## config.mk

```make
export PLATFORM = sky130hd
export DESIGN_NAME = adc_responder
export DESIGN_NICKNAME = d
export VERILOG_FILES = /design/src/rtl/adc_responder_pkg.sv /design/src/rtl/adc_link_sync.sv /design/src/rtl/adc_responder.sv
export SDC_FILE = /design/constraint.sdc
export NUM_CORES = 1
export LEC_CHECK = 0
export ABC_AREA = 1
export CORE_UTILIZATION = 56
export CTS_CLUSTER_DIAMETER = 200
export CTS_CLUSTER_SIZE = 20
export DETAILED_ROUTE_END_ITERATION = 10
export PLACE_DENSITY = 0.78
export REMOVE_ABC_BUFFERS = 1
export SETUP_SLACK_MARGIN = 0.05
export SYNTH_ARGS = -nofsm -noshare
export SYNTH_HDL_FRONTEND = slang
export SYNTH_SLANG_ARGS = --single-unit
```

## constraint.sdc

```tcl
create_clock -name Clk -period 5.5 [get_ports Clk]
set_input_delay 1.65 -clock Clk [delete_from_list [all_inputs] [get_ports Clk]]
set_output_delay 1.65 -clock Clk [all_outputs]
set_load 0.01 [all_outputs]
```

## src/rtl/adc_responder_pkg.sv

```systemverilog
// Shared types and constants for the serial-ADC responder (ADC emulator on the
// slave end of the 3-wire link).
package adc_responder_pkg;
    typedef enum logic [2:0] {IDLE, CMD, TURN, SHIFT, DONE} stateT;

    localparam int   CMD_BITS     = 4;
    localparam int   CH_W         = CMD_BITS - 1;
    localparam int   SGL_DIFF_IDX = CMD_BITS - 1;
    localparam logic NULL_BIT     = 1'b0;
endpackage

```

## src/rtl/adc_link_sync.sv

```systemverilog
// Synchronizers for the asynchronous link inputs plus SerialClk edge detect.
// Cs resets high so an unpowered initiator does not look like a selected frame.
module adc_link_sync #(
    parameter int SYNC_STAGES = 2
) (
    input  logic Clk,
    input  logic Reset,
    input  logic SerialClk,
    input  logic Cs,
    input  logic SerialIn,
    output logic csSync,
    output logic dataSync,
    output logic clkPos,
    output logic clkNeg
);
    logic [SYNC_STAGES-1:0] clkPipe, csPipe, dataPipe;
    logic clkPrev;

    always_ff @(posedge Clk or posedge Reset) begin
        if (Reset) begin
            clkPipe  <= '0;
            csPipe   <= '1;
            dataPipe <= '0;
            clkPrev  <= 1'b0;
        end else begin
            clkPipe  <= (clkPipe << 1) | SYNC_STAGES'(SerialClk);
            csPipe   <= (csPipe << 1) | SYNC_STAGES'(Cs);
            dataPipe <= (dataPipe << 1) | SYNC_STAGES'(SerialIn);
            clkPrev  <= clkPipe[SYNC_STAGES-1];
        end
    end

    assign csSync   = csPipe[SYNC_STAGES-1];
    assign dataSync = dataPipe[SYNC_STAGES-1];
    assign clkPos   = clkPipe[SYNC_STAGES-1] & ~clkPrev;
    assign clkNeg   = ~clkPipe[SYNC_STAGES-1] & clkPrev;
endmodule

```

## src/rtl/adc_responder.sv

```systemverilog
// Serial-ADC responder: decodes start bit + 4-bit command, then returns a null
// bit and a DATA_BITS result (MSB first) from a host-writable channel file.
module adc_responder
    import adc_responder_pkg::*;
#(
    parameter int DATA_BITS   = 12,
    parameter int NUM_CHAN    = 8,
    parameter int SYNC_STAGES = 2
) (
    input  logic                 Clk,
    input  logic                 Reset,
    input  logic                 SerialClk,
    input  logic                 Cs,
    input  logic                 SerialIn,
    output logic                 SerialOut,
    output logic                 SerialOe,
    input  logic [CH_W-1:0]      Addr,
    input  logic [DATA_BITS-1:0] DataWr,
    input  logic                 Wr,
    output logic                 CmdValid,
    output logic [CMD_BITS-1:0]  CmdOut,
    output logic                 FrameError,
    output logic                 Busy
);
    localparam int SC_W = $clog2(DATA_BITS + 2);

    logic csSync, dataSync, clkPos, clkNeg;

    adc_link_sync #(.SYNC_STAGES(SYNC_STAGES)) uSync (
        .Clk(Clk), .Reset(Reset), .SerialClk(SerialClk), .Cs(Cs), .SerialIn(SerialIn),
        .csSync(csSync), .dataSync(dataSync), .clkPos(clkPos), .clkNeg(clkNeg)
    );

    logic [NUM_CHAN-1:0][DATA_BITS-1:0] chanReg;

    always_ff @(posedge Clk or posedge Reset) begin
        if (Reset)   chanReg       <= '0;
        else if (Wr) chanReg[Addr] <= DataWr;
    end

    stateT               state;
    logic [CMD_BITS-2:0] cmdHi;
    logic [1:0]          bitCnt;
    logic [DATA_BITS:0]  shiftReg;
    logic [SC_W-1:0]     shiftCnt;
    logic                turnArmed;

    // Full command as of the final command posedge, including the bit arriving now.
    logic [CMD_BITS-1:0]  cmdFull;
    logic [DATA_BITS-1:0] chA, chB, result;
    logic                 abort;

    assign cmdFull = {cmdHi, dataSync};
    assign chA     = chanReg[cmdFull[CH_W-1:0]];
    assign chB     = chanReg[cmdFull[CH_W-1:0] ^ CH_W'(1)];
    assign result  = cmdFull[SGL_DIFF_IDX] ? chA : ((chA >= chB) ? chA - chB : '0);
    assign abort   = csSync && (state == CMD || state == TURN || state == SHIFT);
    assign Busy    = (state != IDLE);

    always_ff @(posedge Clk or posedge Reset) begin
        if (Reset) begin
            state      <= IDLE;
            cmdHi      <= '0;
            bitCnt     <= '0;
            shiftReg   <= '0;
            shiftCnt   <= '0;
            turnArmed  <= 1'b0;
            SerialOut  <= 1'b0;
            SerialOe   <= 1'b0;
            CmdValid   <= 1'b0;
            CmdOut     <= '0;
            FrameError <= 1'b0;
        end else begin
            CmdValid   <= 1'b0;
            FrameError <= 1'b0;
            if (abort) begin
                state      <= IDLE;
                SerialOe   <= 1'b0;
                SerialOut  <= 1'b0;
                FrameError <= 1'b1;
            end else begin
                case (state)
                    IDLE: if (!csSync && clkPos && dataSync) begin
                        state  <= CMD;
                        bitCnt <= 2'd3;
                    end
                    CMD: if (clkPos) begin
                        cmdHi  <= {cmdHi[CMD_BITS-3:0], dataSync};
                        bitCnt <= bitCnt - 2'd1;
                        if (bitCnt == 2'd0) begin
                            CmdOut    <= cmdFull;
                            CmdValid  <= 1'b1;
                            shiftReg  <= {NULL_BIT, result};
                            turnArmed <= 1'b0;
                            state     <= TURN;
                        end
                    end
                    // Wait for the posedge after the command, then take the line on the next negedge.
                    TURN: if (clkPos) begin
                        turnArmed <= 1'b1;
                    end else if (clkNeg && turnArmed) begin
                        SerialOe  <= 1'b1;
                        SerialOut <= 1'b0;
                        shiftCnt  <= SC_W'(DATA_BITS + 1);
                        state     <= SHIFT;
                    end
                    SHIFT: if (clkNeg) begin
                        if (shiftCnt == '0) begin
                            SerialOe  <= 1'b0;
                            SerialOut <= 1'b0;
                            state     <= DONE;
                        end else begin
                            SerialOut <= shiftReg[DATA_BITS];
                            shiftReg  <= {shiftReg[DATA_BITS-1:0], 1'b0};
                            shiftCnt  <= shiftCnt - SC_W'(1);
                        end
                    end
                    DONE: if (csSync) state <= IDLE;
                    default: state <= IDLE;
                endcase
            end
        end
    end
endmodule

```

; Yosys cells after proc, flatten, opt, wreduce, memory -nomap -nowiden
; Cells that the tools add are included.
; Widths: inputs -> output; s select.
[word_totals]
out_inout_bits = 9
wordCells = 139
in_bits = 21
reg_bits = 137
[classes]
bitwise_logic = 9
addsub = 3
n_eq_ne = 20
muxes = 53
magnitude_cmp = 5
n_reduce_logical = 26
[op_table]
columns = operator, count
row1 = $bwmux 96, 1
row2 = $bmux 12 s3, 2
row3 = $mux 12, 5
row4 = $mux 13, 4
row5 = $demux 12 s3, 1
row6 = $mux 3, 9
row7 = $pmux 13 s2, 1
row8 = $mux 1, 18
row9 = $mux 4, 4
row10 = $pmux 3 s5, 1
row11 = $ge 12x12->1, 1
row12 = $lt 3x4->1 const B, 3
row13 = $ne 2x2->1 const B, 6
row14 = $ne 3x2->1 const B, 4
row15 = $ne 3x3->1 const B, 4
row16 = $reduce_and 4->1, 3
row17 = $reduce_and 6->1, 2
row18 = $sub 12x12->12, 1
row19 = $reduce_and 5->1, 2
row20 = $pmux 4 s2, 1
row21 = $reduce_and 8->1, 1
row22 = $reduce_bool 2->1, 4
row23 = $eq 3x2->1 const B, 2
row24 = $or 2x1->2, 3
row25 = 19 further kinds, 33

; Logic depth before layout (Yosys ltp)
; Gate-level depths: netlist (run 1).
[depth]
depth_word = 9
mapped_depth = 22
ltp_nobuf = 20

; Modules after synthesis
; Synthesis (run 1) repeated with hierarchy kept, for this count alone.
[hier_totals]
cells_unflattened = 1122
hier_area_um2 = 7948.9
[modules_own_cells]
columns = module, area_per_inst_um2, cells_per_inst, seq_area_each_um2, n_inst
row1 = adc_responder, 7752.4, 1110, 3253.1, 1
row2 = adc_link_sync, 196.4, 12, 177.7, 1

; Least setup slack after synthesis (run 1)
; Ideal clock, no wire load.
[synth_timing]
kind = reg2reg
start = register cmdHi[0]
end = register shiftReg[7]
arrival_ps = 2664
slack_ps = 2771
n_path_buf = 4
synth_period_minus_slack_ps = 2729
setup_time_ps = 65
t_required_ps = 5435
stages_incl_launch_ff = 22
cell_sequence = dfrtp_1 > buf_2 > inv_2 > buf_2 > buf_2 > a21oi_1 > o21ai_0 > a31oi_1 > ha_1 > fa_1 > inv_1 > nand3_1 > nand3_1 > nand2_1 > nand3_1 > nor2_1 > nor2_2 > buf_4 > nand2_1 > nand2_1 > nand2_1 > nand2_1
[synth_between]
elab_chain_len = 8
elab_cells_between_ends = 11
classes_between = add/sub (1) / order compare (1) / mux (9)
[synth_lines]
columns = element, line_no
row1 = "start, declared", adc_responder.sv:42  ; logic [CMD_BITS-2:0] cmdHi;
row2 = "start signal, assigned", adc_responder.sv:88  ; cmdHi <= {cmdHi[CMD_BITS-3:0], dataSync};
row3 = $bmux 12 s3 (on tied branches), "adc_responder.sv:54, adc_responder.sv:55"
row4 = $mux 12 (on tied branches), "adc_responder.sv:54, adc_responder.sv:55"
row5 = $sub 12x12->12 or $ge 12x12->1 (tied branches), adc_responder.sv:56  ; assign result = cmdFull[SGL_DIFF_IDX] ? chA : ((chA >= chB) ? chA - chB : '0);
row6 = $mux 12, adc_responder.sv:56
row7 = $mux 12 (*), adc_responder.sv:56
row8 = $mux 13 (*), adc_responder.sv:90  ; if (bitCnt == 2'd0) begin
row9 = $mux 13 (*), adc_responder.sv:87  ; CMD: if (clkPos) begin
row10 = $pmux 13 s2 (*), adc_responder.sv:82  ; case (state)
row11 = "end signal, assigned", adc_responder.sv:93  ; shiftReg <= {NULL_BIT, result};
row12 = "end signal, assigned", adc_responder.sv:114  ; shiftReg <= {shiftReg[DATA_BITS-1:0], 1'b0};
row13 = "end, declared", adc_responder.sv:44  ; logic [DATA_BITS:0] shiftReg;
; Mark *: on every way between the ends. The rest lies on a longest branch, timed or not. The select of a mux whose other input is x is not followed.
; A chain may end at the register's enable or synchronous reset.

; Worst setup path in the final report (run 1)
[layout_timing]
start = register cmdHi[1]
end = register shiftReg[6]
; Same word-level chain as after synthesis.

==> flow_summary.ini, run 1 <==
[timing]
finClkSkew_ps = 7.506
setup_tns_ps = 0
worst_slew_margin_rel = 0.2199
finalCritPeriodShare = 0.6968
finalWorstPathRequiredPeriod_ps = 3832
maximum_operating_frequency_ghz = 0.2609
timing.final.max_slew_violations = 0
rsz_0062_raised_after_global_routing = false
setup_violations = 0
worst_pin_slew_ps = 1168
worst_slack_ps = 1668
final-hold-violation-count = 0

[critical_path]
critical_path.top_delay_family = simple AND/OR/NAND/NOR gates
worst-path-buf-inv = 2
criticalPathCategory = flip-flop to flip-flop
crit_fanout = 27
critPathRequiredTime_ps = 5880
critPathLaunchType = flip-flop
timing.critical_path.slowest_stage_cell = dfrtp_1
crit_chain = inv_1, o211ai_1, nand2_1, ha_1, fa_1, inv_1, nand3_1, nand3_1, nand2_1, nand3_1, nor2_1, nor2_2, nand2_1, nand2_1, nand2_1, nand2_1
arrival_time_reported_for_the_critical_path_endpoint_ps = 4210
critical-path-max-stage-delay_ps = 960
endpoint_kind = flip-flop
reg2reg_slack_ps = 1670
critical_path.most_common_cell = nand2_1

[global_route]
overflow = 0
antenna_found_initial = 0
groute.usage.overall = 0.2829
largest_net_degree_at_the_start_of_global_routing = 115
number_of_global_route_vias_before_repair = 6740
grt_first_pass_wirelength_mm = 32.20

[synthesis]
synth-async-reset-ratio = 1.000
yosys.area.top_type_share = 0.4233
ys_warn_count = 0
synth.area.mux_share = 0
yosys-top-cells-count = nand2_1, o21ai_0, dfrtp_1
synth-adder-area-share = 0.02446
synth_ff_type = dfrtp_1
synth_most_common_cell = nand2_1
yosys.cell_types.count = 38
synth-xor-area-share = 0.006585
synth_top_family_by_area = simple AND/OR/NAND/NOR gates
synth_compound_area_frac = 0.1938
synth_top_cells_by_area = dfrtp_1, nand2_1, o21ai_0
synth_sequential_area_ratio = 0.4299
synth_area_um2 = 7980
number_of_register_bits_inferred_by_synthesis = 137
synthSimpleGateAreaFrac = 0.2507
synth.avg_cell_area_um2 = 7.189
synth_edf_count = 0
synthesis.instances = 1110
synth_top_cell_by_area = dfrtp_1

[route]
dr.pass1.iters = 6
detail-route-antenna-nets = 0
drt_first_iter_violations = 637
avgViaCountPerCell = 5.542
remaining_drc_errors = 0
dr_wl_cell_um = 14.97
dr_total_vias = 7193
routed_wl_mm = 19.43

[final_layout]
post_route_cells_drive_above_1_share = 0.05993
nNetsFinal = 1141
final-instance-count-excl-fill = 1298
antenna-diode-count = 0
syn2layout_area_growth_pct = 11.37

[floorplan]
floorplan.initialDensity = 0.5749
die_area_um2 = 14730
die_width_um = 121.4
placementRows = 43
io_pins = 30
core_area_um2 = 13880
die-height_um = 121.4

[power]
p_total_mw = 5.191
power_switching_share = 0.4378
switchingPower_mw = 2.273
irDropWorstVdd_mv = 0.4032
power_frac_seq = 0.272
share_clk_of_total_power = 0.226
pwr-share-comb = 0.502
leakage_nw = 4.423
cell_internal_pwr_mw = 2.919
p_per_area_nw_per_um2 = 584.1

[cts]
cts_resized = 0
ctsHtreeMaxLevel = 4
cts_buffer_depth = 2
clock_tree.root_cell = clkbuf_16
clk_latency_ps = 440
numClockSinks = 137
clk_pin_slew_ps = 60
cts_hold_repair.buffers = 0
postCtsSetupBuffers = 0
cts_tree = built
cts-buffers-inserted = 17

[place]
place.port_buffers = 29
place_hpwl_mm = 12.23
placer_s_final_routability_congestion_estimate = 0.8979
dpl.cell_count = 1266
pre_cts_ws_ps = 1740

[flow_run]
max_cap_violations = 0

[worst_hold_path]
worst_hold_path_type = flip-flop to flip-flop

[run_status]
run_status = complete, no violations
==> placed cells by master, fill, tap and decap left out, drive strengths merged, types with 5 or more instances in the layout <==
cell / instances
ha: 14
clkdlybuf4s50: 29
a21oi: 64
clkbuf: 26
dfrtp: 135
nand4: 6
inv: 129
buf: 6
nand3: 71
nor2: 63
nor3: 5
o211ai: 25
and2: 10
nand2: 316
o21ai: 196
xnor2: 6
==> metrics by stage <==
step / util / instance area [µm²] / hold WS (ps)
4_1_cts: 0.6403 / 8887 / 346.6
3_3_place_gp: 0.5967 / 8283 / 333.3
2_1_floorplan: - / 7710 / 331.2
3_5_place_dp: 0.5967 / 8283 / 334.6
6_report: 0.6403 / 8887 / 346.7
5_1_grt: 0.6403 / 8887 / 348.5
==> final cells by class <==
type / instances / area [µm²]
clock buffer: 26 / 519.2
multi-input combinational: 785 / 3800
timing repair buffer: 35 / 335.3
inverter: 129 / 489.2
clock inverter: 6 / 85.08
fill: 1241 / 4994
tap: 180 / 225.2
sequential: 137 / 3433
==> worst reg2reg max path, delay by kind of cell, from the launching register on <==
family / cells / cell delay, ps
buffers and inverters: 2 / 690
DFF: 1 / 960
AOI/OAI and AO/OA: 1 / 290
and+or+nand+nor: 11 / 1160
adders and majority gates: 2 / 660
==> per-layer routing <==
layer  global-route usage  share of wire  up-vias
met5                    0              0        -
met4               0.1188          0.023        0
li1                     -              -     3598
met3              0.06156          0.051       41
met2               0.4513           0.47      221
met1               0.3703           0.46     3333
==> power groups by stage <==
| stage | clock network (mW) | registers (mW) | logic, mW |
|---|---|---|---|
| 2_1_floorplan | 0 | 1.42 | 1.94 |
| 3_3_place_gp | 0 | 1.41 | 2.50 |
| 3_5_place_dp | 0 | 1.42 | 2.56 |
| 4_1_cts | 1.18 | 1.41 | 2.58 |
| 5_1_grt | 1.22 | 1.44 | 2.99 |
| 6_report | 1.17 | 1.41 | 2.60 |
==> logic make-up after synthesis <==
| logic type | after synthesis |
|---|---|
| simple gates | 473 |
| fa+ha+maj | 15 |
| xor+xnor | 6 |
| buf+inv | 188 |
| compound gates | 291 |
| flops | 137 |
==> registers in the layout, indices dropped and copies added, names as in the netlist, 2 cells and up <==
signal          flops
cmdHi               3
shiftReg           13
uSync.csPipe        2
chanReg            96
shiftCnt            4
uSync.clkPipe       2
uSync.dataPipe      2
state               3
CmdOut              4
bitCnt              2
==> worst paths after layout <==
kind	start	to	cells after the start
max in group asynchronous	Reset	uSync.csPipe[0]$_DFF_PP1_	3
worst min register to register	uSync.dataPipe[0]$_DFF_PP0_	uSync.dataPipe[1]$_DFF_PP0_	0
worst max register to register	cmdHi[1]$_DFFE_PP0P_	shiftReg[6]$_DFFE_PP0P_	16
min in group asynchronous	Reset	chanReg[25]$_DFFE_PP0P_	2
worst min-delay path	uSync.dataPipe[0]$_DFF_PP0_	uSync.dataPipe[1]$_DFF_PP0_	0
worst max-delay path	cmdHi[1]$_DFFE_PP0P_	shiftReg[6]$_DFFE_PP0P_	16
No activity file was read; power rests on OpenSTA's default activity.
==> run 2, diff against run 1 <==
Clock period 5.5 ns to 3.5 ns, I/O delays scaled along.
==> flow_summary.ini, run 2 (same netlist as run 1, synthesis figures left out) <==
[global_route]
grt.busiest_layer = met2
antenna_found_initial = 0
number_of_global_route_vias_before_repair = 6849
gr-usage-met3 = 0.04746
groute.usage.overall = 0.2804
overflow = 0
gr-usage-met2 = 0.4496
grt_first_pass_wirelength_mm = 32.28
globalRouteMet1Util = 0.3772
largest_net_degree_at_the_start_of_global_routing = 115

[place]
placer_s_final_routability_congestion_estimate = 0.9068
place_hpwl_mm = 12.85
place.port_buffers = 29
dpl.cell_count = 1280
pre_cts_ws_ps = 429.8

[cts]
clock_tree.root_cell = clkbuf_16
cts_buffer_depth = 2
numClockSinks = 137
cts_hold_repair.buffers = 0
postCtsSetupBuffers = 0
cts-buffers-inserted = 17
cts_tree = built
clk_latency_ps = 420
ctsHtreeMaxLevel = 4
clk_pin_slew_ps = 60
cts_resized = 0

[final_layout]
syn2layout_area_growth_pct = 12.90
registers.top_by_ff_count = chanReg
post_route_cells_drive_above_1_share = 0.06903
largest_register_ffs = 96
antenna-diode-count = 0
n_fill_cell = 1200
nNetsFinal = 1155
commonest_cells_after_routing_fill_and_taps_aside = nand2_1, o21ai_0, dfrtp_1
final-instance-count-excl-fill = 1310
largest_registers = chanReg x96, shiftReg x13
layout.cells.most_common = nand2_1

[critical_path]
endpoint_kind = flip-flop
crit_chain = buf_12, o21ai_0, o211ai_1, nand2_1, ha_1, fa_1, inv_1, nand3_1, nand3_1, nand2_1, nand3_1, nor2_1, nor2_2, nand2_1, nand2_1, nand2_1, nand2_1
critical_path.most_common_cell = nand2_1
arrival_time_reported_for_the_critical_path_endpoint_ps = 3430
crit_fanout = 114
timing.critical_path.slowest_stage_cell = fa_1
r2r_cells = 17
critical-path-max-stage-delay_ps = 420
criticalPathCategory = flip-flop to flip-flop
critPathLaunchType = flip-flop
critPathRequiredTime_ps = 3860

[timing]
final-hold-violation-count = 0
finClkSkew_ps = 9.065
rsz_0062_raised_after_global_routing = false
finalWorstPathRequiredPeriod_ps = 3074
timing.final.max_slew_violations = 0
maximum_operating_frequency_ghz = 0.3253
finalCritPeriodShare = 0.8782
worst_slew_margin_rel = 0.3899
setup_violations = 0
worst_slack_ps = 426.3
worst_pin_slew_ps = 912.9
hold_ws_ps = 356.1

[floorplan]
placementRows = 43
core_area_um2 = 13880
die-height_um = 121.4
io_pins = 30
floorplan.initialDensity = 0.5749
die_width_um = 121.4
die_area_um2 = 14730

[route]
routed_wl_mm = 19.04
detail-route-antenna-nets = 0
remaining_drc_errors = 0
dr_total_vias = 7258
avgViaCountPerCell = 5.540
dr_wl_cell_um = 14.53
dr.pass1.iters = 5
drt_first_iter_violations = 718

[flow_run]
max_cap_violations = 0

[run_status]
run_status = complete, no violations

[power]
irDropWorstVdd_mv = 0.4902
p_per_area_nw_per_um2 = 896.4
leakage_nw = 4.497

[worst_hold_path]
worst_hold_path_type = flip-flop to flip-flop
holdPathStages = 0
==> run 2: cell count changes in the layout (fill, tap and decap cells not counted) <==
cell,delta
buf_4,+10
buf_12,+4
clkinvlp_4,-2
bufinv_16,-1
clkbuf_1,+1
clkbuf_8,+1
clkinv_2,-1
==> run 2: critical path, delay by kind of cell, from the launching register on <==
family,cells,cell delay [ps]
buffers and inverters,2,430
AO/OA/AOI/OAI,2,340
adder cells (fa/ha/maj),2,660
flip-flops,1,390
AND/OR/NAND/NOR,11,1180
==> run 2: power by group <==
group / switching, mW / leakage (nW) / internal, mW / total [mW]
combinational: 2.60 / 2.50 / 1.54 / 4.14
clock: 0.636 / 0.283 / 1.10 / 1.74
sequential: 0.273 / 1.72 / 1.93 / 2.20
==> run 2: final cells by class <==
| type | count | area, µm² | share of cell area |
|---|---|---|---|
| Clock inverter | 2 | 35.03 | 0.003888 |
| Clock buffer | 28 | 536.8 | 0.05958 |
| Tap cell | 180 | 225.2 | 0.02500 |
| Inverter | 129 | 489.2 | 0.05430 |
| Timing Repair Buffer | 49 | 490.5 | 0.05444 |
| Sequential cell | 137 | 3433 | 0.3811 |
| Multi-Input combinational cell | 785 | 3800 | 0.4217 |
==> run 2: path summary, 6_finish.rpt <==
kind | slack (ps) | start | endpoint
max | 430 | uSync.dataPipe[1]$_DFF_PP0_ | shiftReg[8]$_DFFE_PP0P_
min | 360 | uSync.clkPipe[0]$_DFF_PP0_ | uSync.clkPipe[1]$_DFF_PP0_
max reg2reg | 430 | uSync.dataPipe[1]$_DFF_PP0_ | shiftReg[8]$_DFFE_PP0P_
min reg2reg | 360 | uSync.clkPipe[0]$_DFF_PP0_ | uSync.clkPipe[1]$_DFF_PP0_
max in group asynchronous | 1810 | Reset | uSync.csPipe[0]$_DFF_PP1_
min in group asynchronous | 1030 | Reset | chanReg[25]$_DFFE_PP0P_
==> run 2: through the flow <==
stage	util	power, mW	cell area [µm²]	TNS, ps
after global placement	0.6079	6.253	8438	0
final	0.6491	8.076	9010	0
after global routing	0.6491	8.828	9010	0
after CTS	0.6491	8.064	9010	0
after floorplan	-	5.290	7710	-181260
after detailed placement	0.6079	6.296	8438	0
==> run 2: metal layers <==
metal	vias to the layer above	share of wire
met5	-	0
met4	0	0.022
met3	34	0.057
met2	230	0.46
met1	3370	0.46
li1	3624	-
==> run 3, diff against run 2 <==
Settings changed: CELL_PAD_IN_SITES_DETAIL_PLACEMENT set to 0, CELL_PAD_IN_SITES_GLOBAL_PLACEMENT set to 1, CORE_UTILIZATION 56 to 41, SETUP_SLACK_MARGIN 0.05 to unset.
==> flow_summary.ini, run 3 (same netlist as run 1, synthesis figures left out) <==
[run_status]
run_status = complete, no violations

[final_layout]
largest_registers = chanReg x96, shiftReg x13
final_area_um2 = 9234
registers.top_by_ff_count = chanReg
nNetsFinal = 1154
commonest_cells_after_routing_fill_and_taps_aside = nand2_1, o21ai_0, dfrtp_1
syn2layout_area_growth_pct = 15.71
antenna-diode-count = 0
layout.cells.most_common = nand2_1
utilization = 0.4887
post_route_cells_drive_above_1_share = 0.07339
largest_register_ffs = 96

[timing]
finalWorstPathRequiredPeriod_ps = 3012
timing.final.max_slew_violations = 0
worst_slew_margin_rel = 0.4682
maximum_operating_frequency_ghz = 0.3320
final-hold-violation-count = 0
finClkSkew_ps = 9.553
worst_pin_slew_ps = 797.8
setup_violations = 0
finalCritPeriodShare = 0.8607
rsz_0062_raised_after_global_routing = false

[power]
leakage_nw = 4.544
irDropWorstVdd_mv = 0.4539
p_per_area_nw_per_um2 = 921.4

[critical_path]
critical_path.top_delay_family = simple AND/OR/NAND/NOR gates
criticalPathCategory = flip-flop to flip-flop
crit_chain = inv_2, buf_4, a21oi_1, o21ai_0, nand3_1, and2_1, ha_1, nand3_1, nand3_1, nand2_1, nand3_1, nor2_1, nor2_4, nand2_1, nand2_1, nand2_1, nand2_1
critical-path-max-stage-delay_ps = 420
worst-path-buf-inv = 2
critPathLaunchType = flip-flop
crit_fanout = 25
critPathRequiredTime_ps = 3810
endpoint_kind = flip-flop
critical_path.most_common_cell = nand2_1
arrival_time_reported_for_the_critical_path_endpoint_ps = 3330
timing.critical_path.slowest_stage_cell = dfrtp_2

[cts]
cts-buffers-inserted = 17
cts_hold_repair.buffers = 0
clk_latency_ps = 430
postCtsSetupBuffers = 0
clock_tree.root_cell = clkbuf_16
cts_resized = 0
numClockSinks = 137
cts_tree = built
clk_pin_slew_ps = 60
cts_buffer_depth = 2
ctsHtreeMaxLevel = 4

[global_route]
grt.busiest_layer = met2
largest_net_degree_at_the_start_of_global_routing = 115
gr-usage-met3 = 0.04455
antenna_found_initial = 0
groute.usage.overall = 0.2225
gr-usage-met2 = 0.3403
grt_first_pass_wirelength_mm = 34.56
globalRouteMet1Util = 0.3160
overflow = 0
number_of_global_route_vias_before_repair = 6635

[route]
avgViaCountPerCell = 5.078
remaining_drc_errors = 0
dr.pass1.iters = 5
detail-route-antenna-nets = 0
routed_wl_mm = 20.48
drt_first_iter_violations = 481
dr_wl_cell_um = 14.72
dr_total_vias = 7064

[floorplan]
die-height_um = 141.5
floorplan.initialDensity = 0.4224
die_width_um = 141.5
core_area_um2 = 18890
io_pins = 30
placementRows = 50
die_area_um2 = 20030

[place]
place_hpwl_mm = 13.44
placer_s_final_routability_congestion_estimate = 0.8016
post_dp_cell_area_um2 = 8543
place.port_buffers = 29

[worst_hold_path]
worst_hold_path_type = flip-flop to flip-flop

[flow_run]
max_cap_violations = 0
[run 3: cell count changes in the layout (fill, tap and decap cells not counted), sizes merged]
cell      delta
clkbuf       -8
bufinv       +5
clkinv       +3
clkinvlp     +2
buf          -1
[run 3: layout make-up]
class / instances / area, µm²
clock inverter: 12 / 219.0
timing repair buffer: 48 / 495.5
fill: 1938 / 9659
multi-input combinational: 785 / 3805
clock buffer: 20 / 466.7
inverter: 129 / 489.2
sequential: 137 / 3433
tap: 260 / 325.3
[run 3: power breakdown]
part | leakage, nW | switching [mW] | total [mW] | internal [mW]
Clock | 0.332 | 0.711 | 2.10 | 1.39
Sequential | 1.72 | 0.257 | 2.19 | 1.93
Combinational | 2.49 | 2.65 | 4.22 | 1.57
[run 3: layer usage]
layer	wire length [µm]	vias to the layer above	share of wire
li1	-	3622	-
met1	10310	3290	0.50
met2	9052	127	0.44
met3	720	25	0.035
met4	401	0	0.020
met5	0	-	0
[run 3: worst paths after layout]
| check | start | to | slack [ps] | cells past startpoint |
|---|---|---|---|---|
| worst max register to register | uSync.dataPipe[1]$_DFF_PP0_ | shiftReg[1]$_DFFE_PP0P_ | 490 | 17 |
| max in group asynchronous | Reset | uSync.csPipe[0]$_DFF_PP1_ | 1770 | 3 |
| worst min-delay path | uSync.clkPipe[0]$_DFF_PP0_ | uSync.clkPipe[1]$_DFF_PP0_ | 350 | 0 |
| worst min register to register | uSync.clkPipe[0]$_DFF_PP0_ | uSync.clkPipe[1]$_DFF_PP0_ | 350 | 0 |
| min in group asynchronous | Reset | chanReg[73]$_DFFE_PP0P_ | 1020 | 2 |
| worst max-delay path | uSync.dataPipe[1]$_DFF_PP0_ | shiftReg[1]$_DFFE_PP0P_ | 490 | 17 |
[run 3: through the flow]
stage	std cells	total power, mW	hold slack [ps]	setup slack, ps	setup TNS [ps]
floorplan	1051	5.290	331.2	-1372	-181260
global placement	1359	6.436	338.5	369.3	0
detailed placement	1359	6.427	340.2	351.8	0
CTS	1391	8.559	354.0	323.0	0
global route	1391	9.348	356.0	122.3	0
finish	1391	8.508	350.0	487.7	0
